## config.mk

```make
export PLATFORM = sky130hd
export DESIGN_NAME = ram_arbiter_flat
export DESIGN_NICKNAME = d
export VERILOG_FILES = /design/src/rtl/ram_arbiter_pkg.sv /design/src/rtl/ram_arbiter_if.sv /design/src/rtl/ram_arbiter_rr_pick.sv /design/src/rtl/ram_arbiter.sv /design/src/flat_wrapper.sv
export SDC_FILE = /design/constraint.sdc
export NUM_CORES = 1
export LEC_CHECK = 0
export ABC_AREA = 1
export BUFFER_PORTS_ARGS = -buffer_cell sky130_fd_sc_hd__buf_4
export CAP_MARGIN = 20
export CORE_AREA = 2 2 158 160
export DETAILED_ROUTE_END_ITERATION = 12
export DIE_AREA = 0 0 160 162
export GPL_TIMING_DRIVEN = 0
export PLACE_DENSITY = 0.39
export SKIP_LAST_GASP = 1
export SYNTH_ARGS = -nofsm -noshare
export SYNTH_HDL_FRONTEND = slang
export SYNTH_SLANG_ARGS = --single-unit
```

## constraint.sdc

```tcl
create_clock -name CLK -period 4.2 [get_ports CLK]
set_input_delay 0.21 -clock CLK [delete_from_list [all_inputs] [get_ports CLK]]
set_output_delay 0.21 -clock CLK [all_outputs]
set_load 0.05 [all_outputs]
```

## src/rtl/ram_arbiter_pkg.sv

```systemverilog
// Shared types for the RAM arbiter: RAM handshake states, arbiter FSM states
// and the index-width helper.
package ram_arbiter_pkg;

  localparam int unsigned ARB_NREQ_DEFAULT = 4;

  typedef enum logic [1:0] {
    FREE   = 2'd0,
    BUSY   = 2'd1,
    ACCESS = 2'd2,
    ERROR  = 2'd3
  } ramstate_t;

  typedef enum logic {
    ARB_IDLE  = 1'b0,
    ARB_OWNED = 1'b1
  } arb_state_t;

  // Index width that stays >= 1 even for a single requester.
  function automatic int unsigned idx_w(input int unsigned n);
    return (n > 1) ? $clog2(n) : 1;
  endfunction

endpackage

```

## src/rtl/ram_arbiter_if.sv

```systemverilog
// Cache-side request bus plus the single RAM port, seen from the arbiter (master)
// and from the requesters/RAM side (slave).
interface ram_arbiter_if
  import ram_arbiter_pkg::*;
#(
  parameter int unsigned NREQ = ARB_NREQ_DEFAULT,
  parameter int unsigned AW   = 32,
  parameter int unsigned DW   = 32
);

  logic [NREQ-1:0]    req_ren;
  logic [NREQ-1:0]    req_wen;
  logic [NREQ-1:0]    req_lock;
  logic [NREQ*AW-1:0] req_addr;
  logic [NREQ*DW-1:0] req_store;
  logic [NREQ-1:0]    req_wait;
  logic [DW-1:0]      req_load;

  logic               ramREN;
  logic               ramWEN;
  logic [AW-1:0]      ramaddr;
  logic [DW-1:0]      ramstore;
  logic [DW-1:0]      ramload;
  ramstate_t          ramstate;

  modport master (
    input  req_ren, req_wen, req_lock, req_addr, req_store, ramload, ramstate,
    output req_wait, req_load, ramREN, ramWEN, ramaddr, ramstore
  );

  modport slave (
    output req_ren, req_wen, req_lock, req_addr, req_store, ramload, ramstate,
    input  req_wait, req_load, ramREN, ramWEN, ramaddr, ramstore
  );

endinterface

```

## src/rtl/ram_arbiter_rr_pick.sv

```systemverilog
// Round-robin picker: first requester at or after i_ptr, wrapping modulo NREQ.
// Purely combinational so it can be shared with the coherence controller.
module rr_pick
  import ram_arbiter_pkg::*;
#(
  parameter  int unsigned NREQ = ARB_NREQ_DEFAULT,
  localparam int unsigned IW   = idx_w(NREQ)
) (
  input  logic [NREQ-1:0] i_req,
  input  logic [IW-1:0]   i_ptr,
  output logic [IW-1:0]   o_idx,
  output logic            o_valid
);

  // Explicit compare keeps non-power-of-two NREQ correct.
  function automatic logic [IW-1:0] wrap_add(input logic [IW-1:0] p, input int unsigned k);
    int unsigned s;
    s = 32'(p) + k;
    if (s >= NREQ) s = s - NREQ;
    return IW'(s);
  endfunction

  always_comb begin
    o_idx   = '0;
    o_valid = 1'b0;
    for (int unsigned k = 0; k < NREQ; k++) begin
      if (!o_valid && i_req[wrap_add(i_ptr, k)]) begin
        o_idx   = wrap_add(i_ptr, k);
        o_valid = 1'b1;
      end
    end
  end

endmodule

```

## src/rtl/ram_arbiter.sv

```systemverilog
// Round-robin arbiter of NREQ cache requesters onto one RAM port; holds the grant
// across locked bursts. Optional per-requester counters under `ARB_STATS_EN.
module ram_arbiter
  import ram_arbiter_pkg::*;
#(
  parameter int unsigned NREQ = ARB_NREQ_DEFAULT,
  parameter int unsigned AW   = 32,
  parameter int unsigned DW   = 32
) (
  input  logic                CLK,
  input  logic                nRST,
  ram_arbiter_if.master       bus
`ifdef ARB_STATS_EN
  ,
  output logic [NREQ*32-1:0]  stat_grants,
  output logic [NREQ*32-1:0]  stat_waitcyc
`endif
);

  localparam int unsigned IW = idx_w(NREQ);
  localparam int unsigned CW = 32;

  arb_state_t     r_state, w_state_nxt;
  logic [IW-1:0]  r_owner, w_owner_nxt;
  logic [IW-1:0]  r_rr_ptr, w_rr_ptr_nxt;

  logic [NREQ-1:0] w_req;
  logic [IW-1:0]   w_win;
  logic            w_win_vld;
  logic            w_grant;
  logic            w_done;
  logic [AW-1:0]   w_addr  [NREQ];
  logic [DW-1:0]   w_store [NREQ];

  assign w_req   = bus.req_ren | bus.req_wen;
  assign w_done  = (bus.ramstate == ACCESS);
  assign w_grant = (r_state == ARB_IDLE) && w_win_vld;

  for (genvar g = 0; g < NREQ; g++) begin : g_slice
    assign w_addr[g]  = bus.req_addr[g*AW +: AW];
    assign w_store[g] = bus.req_store[g*DW +: DW];
  end

  rr_pick #(.NREQ(NREQ)) u_pick (
    .i_req   (w_req),
    .i_ptr   (r_rr_ptr),
    .o_idx   (w_win),
    .o_valid (w_win_vld)
  );

  always_ff @(posedge CLK or negedge nRST) begin
    if (!nRST) begin
      r_state  <= ARB_IDLE;
      r_owner  <= '0;
      r_rr_ptr <= '0;
    end else begin
      r_state  <= w_state_nxt;
      r_owner  <= w_owner_nxt;
      r_rr_ptr <= w_rr_ptr_nxt;
    end
  end

  // Release only when the owner is neither requesting nor holding its lock.
  always_comb begin
    w_state_nxt  = r_state;
    w_owner_nxt  = r_owner;
    w_rr_ptr_nxt = r_rr_ptr;
    case (r_state)
      ARB_IDLE: begin
        if (w_grant) begin
          w_state_nxt = ARB_OWNED;
          w_owner_nxt = w_win;
        end
      end
      ARB_OWNED: begin
        if (!w_req[r_owner] && !bus.req_lock[r_owner]) begin
          w_state_nxt  = ARB_IDLE;
          w_rr_ptr_nxt = (32'(r_owner) == NREQ - 1) ? '0 : r_owner + IW'(1);
        end
      end
    endcase
  end

  // Write wins over read; ERROR is not ACCESS, so the owner keeps waiting.
  always_comb begin
    bus.ramREN   = 1'b0;
    bus.ramWEN   = 1'b0;
    bus.ramaddr  = '0;
    bus.ramstore = '0;
    bus.req_wait = w_req;
    bus.req_load = bus.ramload;
    if (r_state == ARB_OWNED) begin
      bus.ramWEN            = bus.req_wen[r_owner];
      bus.ramREN            = bus.req_ren[r_owner] & ~bus.req_wen[r_owner];
      bus.ramaddr           = w_addr[r_owner];
      bus.ramstore          = w_store[r_owner];
      bus.req_wait[r_owner] = w_req[r_owner] & ~w_done;
    end
  end

`ifdef ARB_STATS_EN
  for (genvar g = 0; g < NREQ; g++) begin : g_stat
    logic [CW-1:0] r_grants;
    logic [CW-1:0] r_waitcyc;

    // Saturating counters.
    always_ff @(posedge CLK or negedge nRST) begin
      if (!nRST) begin
        r_grants  <= '0;
        r_waitcyc <= '0;
      end else begin
        if (w_grant && (w_win == IW'(g)) && (r_grants != '1))
          r_grants <= r_grants + CW'(1);
        if (bus.req_wait[g] && (r_waitcyc != '1))
          r_waitcyc <= r_waitcyc + CW'(1);
      end
    end

    assign stat_grants[g*CW +: CW]  = r_grants;
    assign stat_waitcyc[g*CW +: CW] = r_waitcyc;
  end
`endif

endmodule

```

## src/flat_wrapper.sv

```systemverilog
// flat-port wrapper written by rule: the top's interface ports become plain ports
module ram_arbiter_flat import ram_arbiter_pkg::*;
#(
  parameter int unsigned NREQ = ARB_NREQ_DEFAULT,
  parameter int unsigned AW   = 32,
  parameter int unsigned DW   = 32
)
  (CLK, nRST, bus_req_ren, bus_req_wen, bus_req_lock, bus_req_addr, bus_req_store, bus_ramload, bus_ramstate, bus_req_wait, bus_req_load, bus_ramREN, bus_ramWEN, bus_ramaddr, bus_ramstore);
  ram_arbiter_if #(.NREQ(NREQ), .AW(AW), .DW(DW)) bus_i ();
  input  logic CLK;
  input  logic nRST;
  input wire logic [$bits(bus_i.req_ren)-1:0] bus_req_ren;
  input wire logic [$bits(bus_i.req_wen)-1:0] bus_req_wen;
  input wire logic [$bits(bus_i.req_lock)-1:0] bus_req_lock;
  input wire logic [$bits(bus_i.req_addr)-1:0] bus_req_addr;
  input wire logic [$bits(bus_i.req_store)-1:0] bus_req_store;
  input wire logic [$bits(bus_i.ramload)-1:0] bus_ramload;
  input wire logic [$bits(bus_i.ramstate)-1:0] bus_ramstate;
  output wire logic [$bits(bus_i.req_wait)-1:0] bus_req_wait;
  output wire logic [$bits(bus_i.req_load)-1:0] bus_req_load;
  output wire logic [$bits(bus_i.ramREN)-1:0] bus_ramREN;
  output wire logic [$bits(bus_i.ramWEN)-1:0] bus_ramWEN;
  output wire logic [$bits(bus_i.ramaddr)-1:0] bus_ramaddr;
  output wire logic [$bits(bus_i.ramstore)-1:0] bus_ramstore;
  assign bus_i.req_ren = bus_req_ren;
  assign bus_i.req_wen = bus_req_wen;
  assign bus_i.req_lock = bus_req_lock;
  assign bus_i.req_addr = bus_req_addr;
  assign bus_i.req_store = bus_req_store;
  assign bus_i.ramload = bus_ramload;
  assign bus_i.ramstate = bus_ramstate;
  assign bus_req_wait = bus_i.req_wait;
  assign bus_req_load = bus_i.req_load;
  assign bus_ramREN = bus_i.ramREN;
  assign bus_ramWEN = bus_i.ramWEN;
  assign bus_ramaddr = bus_i.ramaddr;
  assign bus_ramstore = bus_i.ramstore;
  ram_arbiter #(.NREQ(NREQ), .AW(AW), .DW(DW)) u_core (.CLK(CLK), .nRST(nRST), .bus(bus_i));
endmodule
```

---- Word level (Yosys, flattened, before mapping) ----
Index checks and enable logic that the tools add are counted.
storage, ports and cells
  register bits ........................... 5
  bits in latches ......................... 0
  memory bits (writable) .................. 0
  memory bits (read-only) ................. 0
  bits of input ports ..................... 304
  word-level logic and storage cells ...... 90
  memories kept ........................... 0
cells by class
  add/sub/neg operators ................... 8
  $mul .................................... 0
  div/mod/pow operators ................... 0
  order comparisons ....................... 11
  equality and inequality tests ........... 2
  shift-type cells ........................ 0
  multiplexer cells ....................... 46
  bitwise gates (word level) .............. 7
  reduce and logical (&&, ||, !) cells .... 13
operator list
  kind                 number
  $mux 32              6
  $bmux 32 s2          2
  $mux 2               9
  $mux 1               17
  $bmux 1 s2           8
  $lt 2x3->1 const B   5
  $ge 3x3->1 const B   4
  $sub 2x1->2 const B  4
  $add 2x2->3 const B  2
  $logic_and 1x1->1    6
  $logic_not 1->1      5
  $bwmux 4             1
  $eq 2x2->1 const B   2
  $mux 4               1
  $or 4x4->4           1
  $reduce_and 2->1     2
  $add 2x1->3 const B  1
  $ge 2x3->1 const B   1
  $not 1->1            3
  $not 2->3            1
  $add 2x1->2 const B  1
  $and 1x1->1          2
  $demux 1 s2          1
  $ge 2x1->1 const B   1
  $pmux 1 s2           1

---- Depth between registers and ports, before layout ----
Gate-level depths: netlist (run 1).
  depth in word-level cells ............... 17
  gate-level depth with buffers ........... 11
  depth with buffers taken out ............ 10

---- Hierarchy ----
Synthesis (run 1) repeated with hierarchy kept, for this count alone.
unflattened totals
  cell total of the unflattened synthesis .. 676
  area, all modules ....................... 3,278.1 um^2
modules (own cells, without submodules)
  module       instances  cells each  area an instance (um^2)  seq. area each (um^2)
  ram_arbiter  1          617         2,959.1                  125.1
  rr_pick      1          59          319.1                    0.0

---- Worst setup path before layout (run 1) ----
No wires, ideal clock.
  kind .................................... flip-flop to output port
  start ................................... register u_core.r_owner[0]
  end ..................................... output port bus_ramWEN
  arrival ................................. 2.082 ns
  data required time ...................... 3.990 ns
  setup slack ............................. 1.908 ns
  cell stages (with the launch flop) ...... 8
  cells stage by stage .................... dfrtp_1 > buf_6 > inv_2 > buf_6 > buf_6 > o21ai_0 > a21oi_1 > nor3_1
on the way
  longest elaborated chain between the ends .. 3
RTL lines
  element                       RTL line            RTL
  start, declared               ram_arbiter.sv:24   logic [IW-1:0] r_owner, w_owner_nxt;
  start signal, assigned        ram_arbiter.sv:58   r_owner <= w_owner_nxt;
  $bmux 1 s2                    ram_arbiter.sv:93   bus.ramWEN = bus.req_wen[r_owner];
  $mux 1 (implied by the code)  ram_arbiter.sv:93
  $mux 1                        ram_arbiter.sv:92   if (r_state == ARB_OWNED) begin
  end, declared                 flat_wrapper.sv:22  output wire logic [$bits(bus_i.ramWEN)-1:0] bus_ramWEN;
No other way between the ends. The select of a mux whose other input is x is not followed.

---- Worst setup path in the final report (run 1) ----
  start ................................... register u_core.r_owner[1]
  end ..................................... output port bus_ramREN
on the way
  longest elaborated chain between the ends .. 5
RTL lines
  element                       RTL line            RTL
  $bmux 1 s2                    ram_arbiter.sv:94   bus.ramREN = bus.req_ren[r_owner] & ~bus.req_wen[r_owner];
  $mux 1 (implied by the code)  ram_arbiter.sv:94
  $not 1->1                     ram_arbiter.sv:94
  $and 1x1->1 (*)               ram_arbiter.sv:94
  $mux 1 (*)                    ram_arbiter.sv:92
  end, declared                 flat_wrapper.sv:21  output wire logic [$bits(bus_i.ramREN)-1:0] bus_ramREN;
Every way passes the cells marked *; elsewhere a longest branch is shown, timed or not. The select of a mux whose other input is x is not followed.

==> results of run 1 <==
[placed cells by master, fill, tap and decap left out]
cell type	instances
buf_4	406
nor2_1	270
o21ai_0	138
a21oi_1	67
nand2_1	63
clkbuf_1	27
buf_2	18
inv_1	17
nand3_1	13
buf_1	6
dfrtp_1	5
ha_1	4
buf_6	3
clkbuf_16	3
o21ai_1	2
nand4_1	2
inv_2	1
o211ai_2	1
o21ai_2	1
a21oi_2	1
o21a_1	1
nor3_1	1
dlygate4sd3_1	1
[state kept, by name, summed over array words and instances (netlist names)]
name,cells
u_core.r_owner,2
u_core.r_rr_ptr,2
u_core.r_state,1
[worst register-to-register path: stages (launching register included)]
cell and delay (ns):
dfrtp_1 0.40, buf_2 0.23, inv_1 0.17, clkbuf_1 0.46, ha_1 0.34, nor2_1 0.10
a21oi_1 0.05
[power by group]
| group | total, mW | switching (mW) | internal, mW |
|---|---|---|---|
| clock network | 0.159 | 0.0328 | 0.126 |
| registers | 0.0884 | 0.0178 | 0.0706 |
| logic | 4.87 | 3.44 | 1.44 |
| total | 5.12 | 3.49 | 1.63 |
[logic make-up after synthesis]
kind of cell,Yosys count,synth area share (%)
and+or+nand+nor,349,42.4
AOI/OAI and AO/OA,211,34.2
buffers and inverters,104,17.8
DFF,5,3.98
adders and majority gates,4,1.59
[final timing paths]
| kind | slack [ns] | to | start |
|---|---|---|---|
| max | 1.48 | bus_ramREN | u_core.r_owner[1]$_DFFE_PN0P_ |
| min | 0.34 | u_core.r_rr_ptr[1]$_DFFE_PN0P_ | nRST |
| max reg2reg | 2.33 | u_core.r_rr_ptr[1]$_DFFE_PN0P_ | u_core.r_owner[1]$_DFFE_PN0P_ |
| min reg2reg | 0.65 | u_core.r_rr_ptr[0]$_DFFE_PN0P_ | u_core.r_rr_ptr[0]$_DFFE_PN0P_ |
| max in group asynchronous | 3.75 | u_core.r_owner[0]$_DFFE_PN0P_ | nRST |
| min in group CLK | 0.49 | u_core.r_rr_ptr[0]$_DFFE_PN0P_ | bus_req_lock[1] |
[per-stage QoR]
stage | power, mW | instance area, µm²
floorplan | 3.36 | 3140
global placement | 5.04 | 6350
detailed placement | 5.02 | 6350
CTS | 5.19 | 6430
global route | 5.53 | 6430
finish | 5.12 | 6430
[layout make-up]
| type | instances | area share [%] |
|---|---|---|
| plain buffers | 86 | 7.64 |
| clock buffers | 4 | 1.22 |
| inverters | 18 | 1.05 |
| multi-input cells | 564 | 38.2 |
| flip-flops and latches | 5 | 1.94 |
| well taps | 324 | 6.30 |
| repair buffers | 374 | 43.7 |
[metal layers]
layer	up-vias	wire, µm	part of all wire, %	track usage [%]
met1	2446	8970	39	19.5
li1	2908	-	-	-
met5	-	0	0	0
met2	271	11500	51	30.3
met3	14	2010	8.8	3.88
met4	0	254	1.1	2.17
==> impl_metrics.tcl, run 1 <==
set metrics [dict create \
    finClkSkew_ns 0.000735 \
    grt_overflow 0 \
    worst-path-stages 7 \
    antenna_found_initial 0 \
    worstSetupPathType "reg2out" \
    min_path_type "in2async" \
    finalHoldViolCount 0 \
    nets 1360 \
    start_util_pct 13.0 \
    multi_input_area_mm2 0.00246 \
    synth_edf_count 0 \
    dp_cells 1370 \
    drc_errors 0 \
    postCtsHoldBufs 1 \
    avgSynthCellArea_um2 4.67 \
    final_util_pct 26.7 \
    vias_per_cell 4.10 \
    cts_buffers 3 \
    async_flop_share_pct 100 \
    drv_cap 0 \
    reg2reg_depth 6 \
    drt_first_pass_iters 4 \
    pre_cts_slack_ns 1.69 \
    synthTopCellsByArea "nor2_1 (32%), o21ai_0 (22%), a21oi_1 (11%)" \
    htreeDepth 1 \
    drtIter0Drc 309 \
    clk_pin_slew_ns 0.03 \
    clock_sinks 5 \
    ys.flop_type "dfrtp_1" \
    startpoint_type "flop" \
    post_drt_wl_per_cell_um 16.5 \
    die-area_mm2 0.0259 \
    end_kind "output pin" \
    crit_arrival_ns 2.51 \
    crit_required_ns 3.99 \
    cts.path.max_buffers 2 \
    vdd_drop_max_uv 324 \
    synth_warnings 0 \
    cts_tree "built" \
    final_cells 1375 \
    post-cts-setup-buffers 0 \
    synthDistinctLibCells 21 \
    critical-path-max-stage-delay_ns 0.54 \
    cts_resized 0 \
    tns_ns 0 \
    area_growth_syn_to_layout_pct 105 \
    syn_nets 981 \
    p_per_area_mw_per_mm2 796 \
    status "complete, no violations" \
    synth_largest_area_cell "nor2_1" \
    synth_seq_area_share_pct 3.98 \
    wl_um 22700 \
    io_buffers 373 \
    grt_pass1_vias 5589 \
    crit_fanout 10 \
    fin_crit_ns 2.72 \
    grt_pass1_wl_um 33100 \
    crit_path_top_delay_cell "buf_1" \
    fin_ws_ns 1.48 \
    slew_viol_final 0 \
    worst-path-buf-inv 4 \
    tightest_slew_ns 0.756 \
    track_usage_pct 16.3 \
    setup_viol_count_final 0 \
    clock_latency_ns 0.23 \
    fin_crit_sh_pct 64.6 \
    syn_area_mm2 0.00314 \
    chipWidth_um 160 \
    rsz0062_at_grt "false" \
    vias 5639 \
    drive_gt1_share_pct 41.3 \
    yosysMostFrequentCell "nor2_1" \
    hpwl_um 19100 \
    synth_commonest_cells "nor2_1 (270), o21ai_0 (138), a21oi_1 (67)" \
    crit_chain "buf_2 -> buf_2 -> buf_1 -> o21ai_0 -> o21ai_0 -> nor2_1 -> buf_4" \
    max_freq_mhz 368 \
    die-height_um 162 \
    num_rows 57 \
    p_leak_nw 3.29 \
    drtAntennaViolNets 0 \
    ioPinCount 406 \
    syn_inst 673 \
    grt_max_degree 12 \
    cts_root_buffer "clkbuf_16" \
    slew_headroom_pct 49.6 \
    hold_ws_ns 0.344 \
    gp_congestion 0.815 \
    crit_family "buffers and inverters" \
    ys_seq_elements 5 \
    coreArea_mm2 0.0241 \
    yosysTopAreaCellShare_pct 32.3 \
    regArea_um2 125 \
    n_antenna_cell 0 \
    num-fill-cells 2918 \
]
No activity file was read; power rests on OpenSTA's default activity.
==> inputs of run 2 (changes only) <==
Settings changed: ABC_AREA 1 to 0, CORE_AREA 2 2 158 160 to 2 2 156 158, DIE_AREA 0 0 160 162 to 0 0 158 160, PLACE_DENSITY 0.39 to 0.38.
Clock period 4.2 ns to 2.71 ns, I/O delays scaled along.
==> run 2 against run 1 <==
Flip-flop and latch count is the same. Sequential power is 73% higher. Synthesized cell count down 63%. Core utilization fell by 1.0 points. Area after synthesis is 10% lower. Routed wire length down 19%. Count of clock-buffer cells in the layout did not move. Die area shrank 2.5%. Sequential share of layout area up 0.10 points. Power up 26%. Critical path type unchanged. Critical path depth is 1 lower. Clock power increased by 50%. Largest power group unchanged.
==> impl_metrics.tcl, run 2 <==
set metrics [dict create \
    status "complete, no violations" \
    tightest_slew_ns 0.722 \
    crit_arrival_ns 2.21 \
    grt_max_degree 11 \
    tns_ns 0 \
    cts_root_buffer "clkbuf_16" \
    wl_um 18300 \
    grt_pass1_vias 4196 \
    grt_pass1_wl_um 25800 \
    drv_cap 0 \
    drive_gt1_share_pct 78.1 \
    totalPowerFinal_mw 6.45 \
    synth_edf_count 0 \
    drtAntennaViolNets 0 \
    synth_seq_area_share_pct 4.44 \
    die-area_mm2 0.0253 \
    ys_seq_elements 5 \
    p_per_area_mw_per_mm2 1060 \
    worstReg2RegStart "u_core.r_owner[0]$_DFFE_PN0P_" \
    slew_viol_final 0 \
    finClkSkew_ns 0.00108 \
    clock_latency_ns 0.22 \
    end_kind "output pin" \
    drtIter0Drc 132 \
    clock_sinks 5 \
    slew_headroom_pct 51.9 \
    antenna_found_initial 1 \
    crit_required_ns 2.57 \
    chipWidth_um 158 \
    vdd_drop_max_uv 365 \
    synth_largest_area_cell "mux4_2" \
    ioPinCount 406 \
    worstSetupPathType "reg2out" \
    clk_pin_slew_ns 0.03 \
    drc_errors 0 \
    synthDistinctLibCells 33 \
    fin_crit_sh_pct 86.4 \
    die-height_um 160 \
    ys.flop_type "dfrtp_1" \
    async_flop_share_pct 100 \
    area_growth_syn_to_layout_pct 117 \
    yosysMostFrequentCell "mux4_2" \
    avgSynthCellArea_um2 11.2 \
    post-cts-setup-buffers 0 \
    syn_inst 252 \
    min_path_type "in2async" \
    io_buffers 373 \
    htreeDepth 1 \
    syn_area_mm2 0.00282 \
    hpwl_um 16400 \
    finalHoldViolCount 0 \
    postCtsHoldBufs 1 \
    fin_crit_ns 2.34 \
    crit_fanout 10 \
    yosysTopAreaCellShare_pct 53.6 \
    start_util_pct 11.8 \
    synthTopCellsByArea "mux4_2 (54%), and2_1 (14%), buf_4 (9.1%)" \
    crit_start "u_core.r_owner[1]$_DFFE_PN0P_" \
    nets 939 \
    vias_per_cell 3.94 \
    max_freq_mhz 427 \
    drt_first_pass_iters 4 \
    reg_top3 "u_core.r_owner x2, u_core.r_rr_ptr x2, u_core.r_state x1" \
    final_cell_mix "buf_4 (407), mux4_2 (67), and2_1 (65)" \
    coreArea_mm2 0.0238 \
    grt_overflow 0 \
    vias 3763 \
    syn_nets 560 \
    rsz0062_at_grt "false" \
    post_drt_wl_per_cell_um 19.2 \
    synth_commonest_cells "mux4_2 (67), and2_1 (65), buf_4 (34)" \
    final_common_cell "buf_4" \
    cts_tree "built" \
    track_usage_pct 13.5 \
    num_rows 57 \
    cts_resized 0 \
    num-fill-cells 2626 \
    gp_congestion 0.879 \
    setup_viol_count_final 0 \
    p_leak_nw 2.84 \
    startpoint_type "flop" \
    synth_warnings 0 \
    cts.path.max_buffers 2 \
    cts_buffers 3 \
]
## run 2: area by class of cell
class                      count  area, µm²  share of cell area [%]
clock buffer                   4       78.8                    1.29
multi-input combinational    186       2280                    37.4
tap                          324        405                    6.63
buffer                        57        392                    6.41
timing repair buffer         374       2810                    46.0
inverter                       4       15.0                   0.246
sequential                     5        125                    2.05
antenna                        1       2.50                  0.0409
## run 2: metal layers
| metal | GRT usage, % | vias up | routed length [µm] |
|---|---|---|---|
| met5 | 0 | - | 0 |
| met3 | 2.52 | 14 | 1350 |
| li1 | - | 1710 | - |
| met2 | 26.2 | 195 | 9930 |
| met4 | 1.60 | 0 | 229 |
| met1 | 15.4 | 1844 | 6840 |
## run 2: critical path, cell delays in order, from the launching register on
cell	delay [ns]
dfrtp_1	0.35
buf_2	0.20
buf_2	0.33
buf_2	0.35
mux4_2	0.38
and2_1	0.18
buf_4	0.18
## run 2: metrics by stage
| step | hold WS, ns | setup slack [ns] | instance area [µm²] | cells | utilization (%) |
|---|---|---|---|---|---|
| final | 0.258 | 0.368 | 6110 | 955 | 25.7 |
| after global routing | 0.255 | 0.190 | 6110 | 955 | 25.7 |
| after CTS | 0.252 | 0.295 | 6110 | 954 | 25.7 |
| after detailed placement | -0.0567 | 0.533 | 6020 | 949 | 25.3 |
| after global placement | -0.0595 | 0.524 | 6020 | 949 | 25.3 |
| after floorplan | -0.160 | 0.573 | 2820 | 252 | - |
## run 2: cell families after synthesis
group / after synthesis / share of synthesized area [%]
adders and majority gates: 4 / 1.78
and+or+nand+nor: 87 / 18.2
AOI/OAI and AO/OA: 23 / 5.69
buffers and inverters: 61 / 14.4
DFF: 5 / 4.44
muxes: 72 / 55.4
## run 2: final timing paths
path / depth (start not counted) / slack [ns] / to
max: 6 / 0.37 / bus_ramaddr[19]
min: 2 / 0.26 / u_core.r_owner[1]$_DFFE_PN0P_
max reg2reg: 5 / 0.98 / u_core.r_rr_ptr[0]$_DFFE_PN0P_
min reg2reg: 1 / 0.59 / u_core.r_rr_ptr[0]$_DFFE_PN0P_
max in group asynchronous: 2 / 2.34 / u_core.r_rr_ptr[1]$_DFFE_PN0P_
min in group CLK: 4 / 0.35 / u_core.r_state$_DFF_PN0_
## run 2: power breakdown
group	internal, mW	switching [mW]
registers	0.109	0.0440
logic	2.39	3.67
clock network	0.195	0.0442
total	2.69	3.76
